File: config.mk
export PLATFORM = sky130hd
export DESIGN_NAME = narrow_array_multiplier_flat
export DESIGN_NICKNAME = d
export VERILOG_FILES = /design/src/rtl/narrow_array_multiplier_pkg.sv /design/src/rtl/narrow_array_multiplier_if.sv /design/src/rtl/narrow_array_multiplier_cell.sv /design/src/rtl/narrow_array_multiplier.sv /design/src/flat_wrapper.sv
export SDC_FILE = /design/constraint.sdc
export NUM_CORES = 2
export LEC_CHECK = 0
export CAP_MARGIN = 10
export CORE_UTILIZATION = 35
export DETAILED_ROUTE_END_ITERATION = 10
export PLACE_DENSITY = 0.55
export SLEW_MARGIN = 0
export SYNTH_ARGS = -nofsm -noshare
export SYNTH_HDL_FRONTEND = slang
export SYNTH_SLANG_ARGS = --single-unit
File: constraint.sdc
create_clock -name clk -period 31.5 [get_ports clk]
set_input_delay 7.875 -clock clk [delete_from_list [all_inputs] [get_ports clk]]
set_output_delay 7.875 -clock clk [all_outputs]
set_load 0.05 [all_outputs]
File: src/rtl/narrow_array_multiplier_pkg.sv
// Shared sizing helpers and the narrow-operand predicate for the array multiplier.
package narrow_array_multiplier_pkg;

    localparam int MAX_W = 64;

    function automatic int half_of(input int width);
        return width / 2;
    endfunction

    function automatic int pwidth_of(input int width);
        return 2 * width;
    endfunction

    // Operands arrive zero-extended to MAX_W; narrow means nothing set above the lower half.
    function automatic logic is_narrow(input logic [MAX_W-1:0] a,
                                       input logic [MAX_W-1:0] b,
                                       input int width);
        return ((a | b) >> half_of(width)) == '0;
    endfunction

endpackage

File: src/rtl/narrow_array_multiplier_if.sv
// Operand/result bundle for the narrow array multiplier.
interface narrow_array_multiplier_if #(
    parameter int WIDTH = 32
);
    logic [WIDTH-1:0]   a;
    logic [WIDTH-1:0]   b;
    logic [2*WIDTH-1:0] product;
    logic               narrow;

    modport master (output a, output b, input product, input narrow);
    modport slave  (input a, input b, output product, output narrow);
endinterface

File: src/rtl/narrow_array_multiplier_cell.sv
// One array cell: partial-product AND feeding a full adder.
module narrow_array_mult_cell (
    input  logic a_bit,
    input  logic b_bit,
    input  logic sum_in,
    input  logic carry_in,
    output logic sum_out,
    output logic carry_out
);
    logic pp;

    assign pp        = a_bit & b_bit;
    assign sum_out   = pp ^ sum_in ^ carry_in;
    assign carry_out = (pp & sum_in) | (pp & carry_in) | (sum_in & carry_in);
endmodule

File: src/rtl/narrow_array_multiplier.sv
// Carry-save array multiplier with a registered product; narrow operands are
// served by the lower-corner sub-array while the upper rows/columns are gated to zero.
module narrow_array_multiplier
    import narrow_array_multiplier_pkg::*;
#(
    parameter int WIDTH = 32
) (
    input  logic                      clk,
    input  logic                      rst,
    narrow_array_multiplier_if.slave  bus
);
    localparam int HALF   = half_of(WIDTH);
    localparam int PWIDTH = pwidth_of(WIDTH);

    logic               narrow_d;
    logic [WIDTH-1:0]   a_g, b_g;
    logic [WIDTH-1:0]   col0_sum;
    logic [WIDTH-1:0]   last_sum, last_carry;
    logic [HALF-1:0]    corner_sum, corner_carry;
    logic [PWIDTH-1:0]  full_prod;
    logic [2*HALF-1:0]  corner_prod;
    logic [PWIDTH-1:0]  product_q;
    logic               narrow_q;

    always_comb begin
        narrow_d = is_narrow(MAX_W'(bus.a), MAX_W'(bus.b), WIDTH);
        a_g      = bus.a;
        b_g      = bus.b;
        if (narrow_d) begin
            a_g[WIDTH-1:HALF] = '0;
            b_g[WIDTH-1:HALF] = '0;
        end
    end

    // Row i handles b[i]; cell (i,j) has weight i+j, fed by sum from (i-1,j+1)
    // and carry from (i-1,j).
    for (genvar i = 0; i < WIDTH; i++) begin : g_row
        for (genvar j = 0; j < WIDTH; j++) begin : g_col
            logic s_in, c_in, s_out, c_out;
            if (i == 0) begin : g_top
                assign s_in = 1'b0;
                assign c_in = 1'b0;
            end else if (j == WIDTH-1) begin : g_edge
                assign s_in = 1'b0;
                assign c_in = g_row[i-1].g_col[j].c_out;
            end else begin : g_mid
                assign s_in = g_row[i-1].g_col[j+1].s_out;
                assign c_in = g_row[i-1].g_col[j].c_out;
            end
            narrow_array_mult_cell u_cell (
                .a_bit    (a_g[j]),
                .b_bit    (b_g[i]),
                .sum_in   (s_in),
                .carry_in (c_in),
                .sum_out  (s_out),
                .carry_out(c_out)
            );
        end
    end

    // Tap the column-0 sums and the residual carry-save pairs of the last
    // full row and of the last corner row (row HALF-1).
    for (genvar k = 0; k < WIDTH; k++) begin : g_tap
        assign col0_sum[k]   = g_row[k].g_col[0].s_out;
        assign last_carry[k] = g_row[WIDTH-1].g_col[k].c_out;
        if (k < WIDTH-1) begin : g_ls
            assign last_sum[k] = g_row[WIDTH-1].g_col[k+1].s_out;
        end else begin : g_ls0
            assign last_sum[k] = 1'b0;
        end
        if (k < HALF) begin : g_corner
            assign corner_carry[k] = g_row[HALF-1].g_col[k].c_out;
            if (k < HALF-1) begin : g_cs
                assign corner_sum[k] = g_row[HALF-1].g_col[k+1].s_out;
            end else begin : g_cs0
                assign corner_sum[k] = 1'b0;
            end
        end
    end

    // Final ripple-carry rows; the carry out of the top bit is always zero.
    always_comb begin
        logic rc, cc;
        rc          = 1'b0;
        cc          = 1'b0;
        full_prod   = '0;
        corner_prod = '0;
        full_prod[WIDTH-1:0]  = col0_sum;
        corner_prod[HALF-1:0] = col0_sum[HALF-1:0];
        for (int j = 0; j < WIDTH; j++) begin
            full_prod[WIDTH+j] = last_sum[j] ^ last_carry[j] ^ rc;
            rc = (last_sum[j] & last_carry[j]) | (rc & (last_sum[j] ^ last_carry[j]));
        end
        for (int j = 0; j < HALF; j++) begin
            corner_prod[HALF+j] = corner_sum[j] ^ corner_carry[j] ^ cc;
            cc = (corner_sum[j] & corner_carry[j]) | (cc & (corner_sum[j] ^ corner_carry[j]));
        end
    end

    always_ff @(posedge clk) begin
        if (rst) begin
            product_q <= '0;
            narrow_q  <= 1'b0;
        end else begin
            product_q <= narrow_d ? {{(PWIDTH-2*HALF){1'b0}}, corner_prod} : full_prod;
            narrow_q  <= narrow_d;
        end
    end

    assign bus.product = product_q;
    assign bus.narrow  = narrow_q;
endmodule

File: src/flat_wrapper.sv
// flat-port wrapper written by rule: the top's interface ports become plain ports
module narrow_array_multiplier_flat import narrow_array_multiplier_pkg::*;
#(
    parameter int WIDTH = 32
)
  (clk, rst, bus_a, bus_b, bus_product, bus_narrow);
  narrow_array_multiplier_if #(.WIDTH(WIDTH)) bus_i ();
  input  logic clk;
  input  logic rst;
  input wire logic [$bits(bus_i.a)-1:0] bus_a;
  input wire logic [$bits(bus_i.b)-1:0] bus_b;
  output wire logic [$bits(bus_i.product)-1:0] bus_product;
  output wire logic [$bits(bus_i.narrow)-1:0] bus_narrow;
  assign bus_i.a = bus_a;
  assign bus_i.b = bus_b;
  assign bus_product = bus_i.product;
  assign bus_narrow = bus_i.narrow;
  narrow_array_multiplier #(.WIDTH(WIDTH)) u_core (.clk(clk), .rst(rst), .bus(bus_i));
endmodule
==> results.tsv <==
stage	metric	value	unit
die	Die Ht	293.1	um
timing	relative slew slack	23.92	%
route	Initial DRC Count	324	
critical_path	Worst EP arrival	31940	ps
synth	Synth Warn #	0	
global_routing	first-pass GRT wire length	99710	um
die	die area	85930	um^2
synth	synth unique cells	31	
die	Core Footprint	83820	um^2
critical_path	most numerous cell on the critical path	fa_2	
critical_path	WP data required	31770	ps
synth	Post-synth EDFFs	0	
route	DR DRC count	0	
synth	Post-Syn Nets	3730	
global_routing	largest net degree at the start of global routing	39	
clocking	CTS H-tree lvls	3	
die	I/O pins	131	
route	Antenna Nets Post-Route	0	
clocking	CTS tree	built	
final_layout	Final #Nets	3761	
synth	FFs w/ async S/R, synth	0	%
final_layout	final instance area	33250	um^2
global_routing	GRT Residual Overflow	0	
global_routing	initial antenna violation count	4	
final_layout	Final Util	39.67	%
placement	HPWL Detailed	50120	um
die	die width	293.1	um
clocking	CTS hold repair buffers	0	
route	Routed WL	55500	um
timing	Final setup viols	1	
global_routing	gr usage total	14.01	%
outcome	status	complete, but fails checks	
placement	dpl cell area	32460	um^2
critical_path	CP Max Fanout	6	
critical_path	CP startpoint kind	input pin	
critical_path	CP endpoint kind	flop	
final_layout	Area Overhead vs Synth	12.08	%
route	Pre-Repair DR Iteration Count	4	
critical_path	Worst Path Class, Setup	input pin to flop	
timing	fin crit share	100.5	%
route	WL/cell	14.49	um
clocking	Reg clk slew, reported paths	60	ps
outcome	failing checks	negative setup slack	
synth	syn_area_per_cell	11.16	um^2
timing	final slew viol count	0	
clocking	CTS root buffer	clkbuf_16	
timing	maximum clock rate	0.03157	GHz
hold_path	Min-Delay Path Class	input pin to flop	
timing	Slew @ Worst Pin	1138	ps
timing	RSZ-0062 raised after global routing	yes	
synth	cell area after synthesis	29670	um^2
critical_path	slowest CP cell	fa_1	
final_layout	share of layout cells above drive strength 1	10.28	%
timing	clock period minus worst slack	31670	ps
timing	Worst Setup Slack, final	-172.4	ps
hold_path	hold endpoint	u_core.bus.product[0]$_SDFF_PP0_	
synth	Seq cells post-synth	65	
global_routing	vias in the first global route	21093	
synth	Post-Synthesis Cells	2658	
hold_path	hold path cells	5	
placement	Buffers on Ports	130	
clocking	clk sinks	65	
flow_run	Max-Cap Viols	0	
critical_path	Largest stage delay, worst path	570	ps
route	vias per inst	4.647	
hold_path	beginning of the worst hold path	bus_b[0]	
synth	Synth Flop Type	dfxtp_1	
clocking	clk buf depth	2	
synth	sequential share of the synthesized area	4.386	%
placement	global placement routability congestion	0.7802	
die	Cell Rows	106	
clocking	CTS Buf Count	9	
timing	Final Hold Viols	0	
route	DR vias	17802	
die	Initial Util	35.39	%
Yosys cell counts (2+ instances only):
| cell | count | area [um^2] |
|---|---|---|
| inv_1 | 241 | 904.6 |
| clkbuf_1 | 195 | 732.0 |
| and2_1 | 913 | 5712 |
| buf_6 | 5 | 56.30 |
| nor4_1 | 8 | 50.05 |
| buf_1 | 2 | 7.510 |
| dfxtp_1 | 65 | 1301 |
| nor2b_1 | 14 | 87.58 |
| nor3_1 | 3 | 15.01 |
| a21oi_1 | 14 | 70.07 |
| fa_1 | 973 | 19480 |
| ha_1 | 33 | 412.9 |
| nand4_1 | 2 | 12.51 |
| nand3_1 | 12 | 60.06 |
| nor2_1 | 20 | 75.07 |
| and4_1 | 2 | 17.52 |
| o21ai_0 | 12 | 60.06 |
| nand2_1 | 130 | 488.0 |
| a311oi_1 | 2 | 17.52 |
how the worst max path moves through the flow:
stage                                              endpoint  slack [ps]  depth (start not counted)      start
after floorplan           u_core.bus.product[62]$_SDFF_PP0_           6                         69  bus_a[30]
after global placement    u_core.bus.product[62]$_SDFF_PP0_       -1240                         67  bus_a[31]
after detailed placement  u_core.bus.product[62]$_SDFF_PP0_       -1310                         67  bus_a[31]
after CTS                 u_core.bus.product[62]$_SDFF_PP0_        -380                         67   bus_b[2]
after global routing      u_core.bus.product[62]$_SDFF_PP0_        -780                         70   bus_b[0]
final                     u_core.bus.product[62]$_SDFF_PP0_        -170                         70   bus_b[0]
flip-flops by register name, indices dropped and copies added, names as in the netlist:
signal,flops
u_core.bus.product,64
u_core.bus.narrow,1
cells in the final DEF, fill, tap and decap left out, types with 4 or more instances in the layout:
master / n
ha_4: 4
fa_1: 836
buf_12: 12
and2_1: 907
a21oi_1: 14
inv_1: 234
dfxtp_1: 65
nand3_1: 12
o21ai_0: 12
buf_4: 76
nor2_1: 20
and2_4: 6
clkbuf_16: 9
clkdlybuf4s50_1: 119
fa_2: 137
bufbuf_16: 4
nand2_1: 130
buf_2: 4
nor4_1: 8
nor2b_1: 14
inv_2: 7
ha_1: 29
cell families (layout without fill, tap and decap cells):
logic type	Yosys count	in the layout	synth area share [%]
compound gates	34	34	0.7297
xor+xnor	1	1	0.02953
buf+inv	445	481	5.774
other cells	0	3	0
fa+ha+maj	1006	1006	67.05
simple gates	1107	1107	22.03
flops	65	65	4.386
final cells by class:
cell class              instances  area, um^2
fillers                      8372       50570
multi-input cells            2148       27060
repair buffers                224        2252
well taps                    1134        1419
flip-flops and latches         65        1301
inverters                     241       904.6
clock buffers                  10       239.0
clock inverters                 6       66.31
diodes                          3       7.507
critical path: cells and delay by family:
kind          cells  cell delay (ps)
buf+inv           6              390
fa+ha+maj        62            23310
simple gates      2              280
what timing repair did:
item | 4_1_cts | 5_1_grt
setup buffers | 3 | 0
cloned | 4 | 0
gates resized for setup | 138 | 23
pin swaps | 93 | 35
endpoints found under the setup margin | 6 | 6
layer usage:
metal  up-vias  share of wire (%)  global-route usage [%]
li1       7746                  -                       -
met1      9875                 40                   17.17
met2       145                 56                   26.59
met3        30                3.3                   1.694
met4         6               0.89                   2.094
met5         -              0.067                       0
metrics by stage:
stage          std cells  setup WS (ps)  hold WS (ps)  TNS, ps
2_1_floorplan       2658          6.317          8090        0
3_3_place_gp        3805          -1235          8707    -5948
3_5_place_dp        3805          -1306          8723    -6222
4_1_cts             3828         -379.3          8212   -684.6
5_1_grt             3828         -778.0          8237    -2494
6_report            3831         -172.4          8220   -172.4
Power is left out: the tool's default activity adds up to more than one toggle a clock period on the data nets, which glitch-free logic cannot reach.
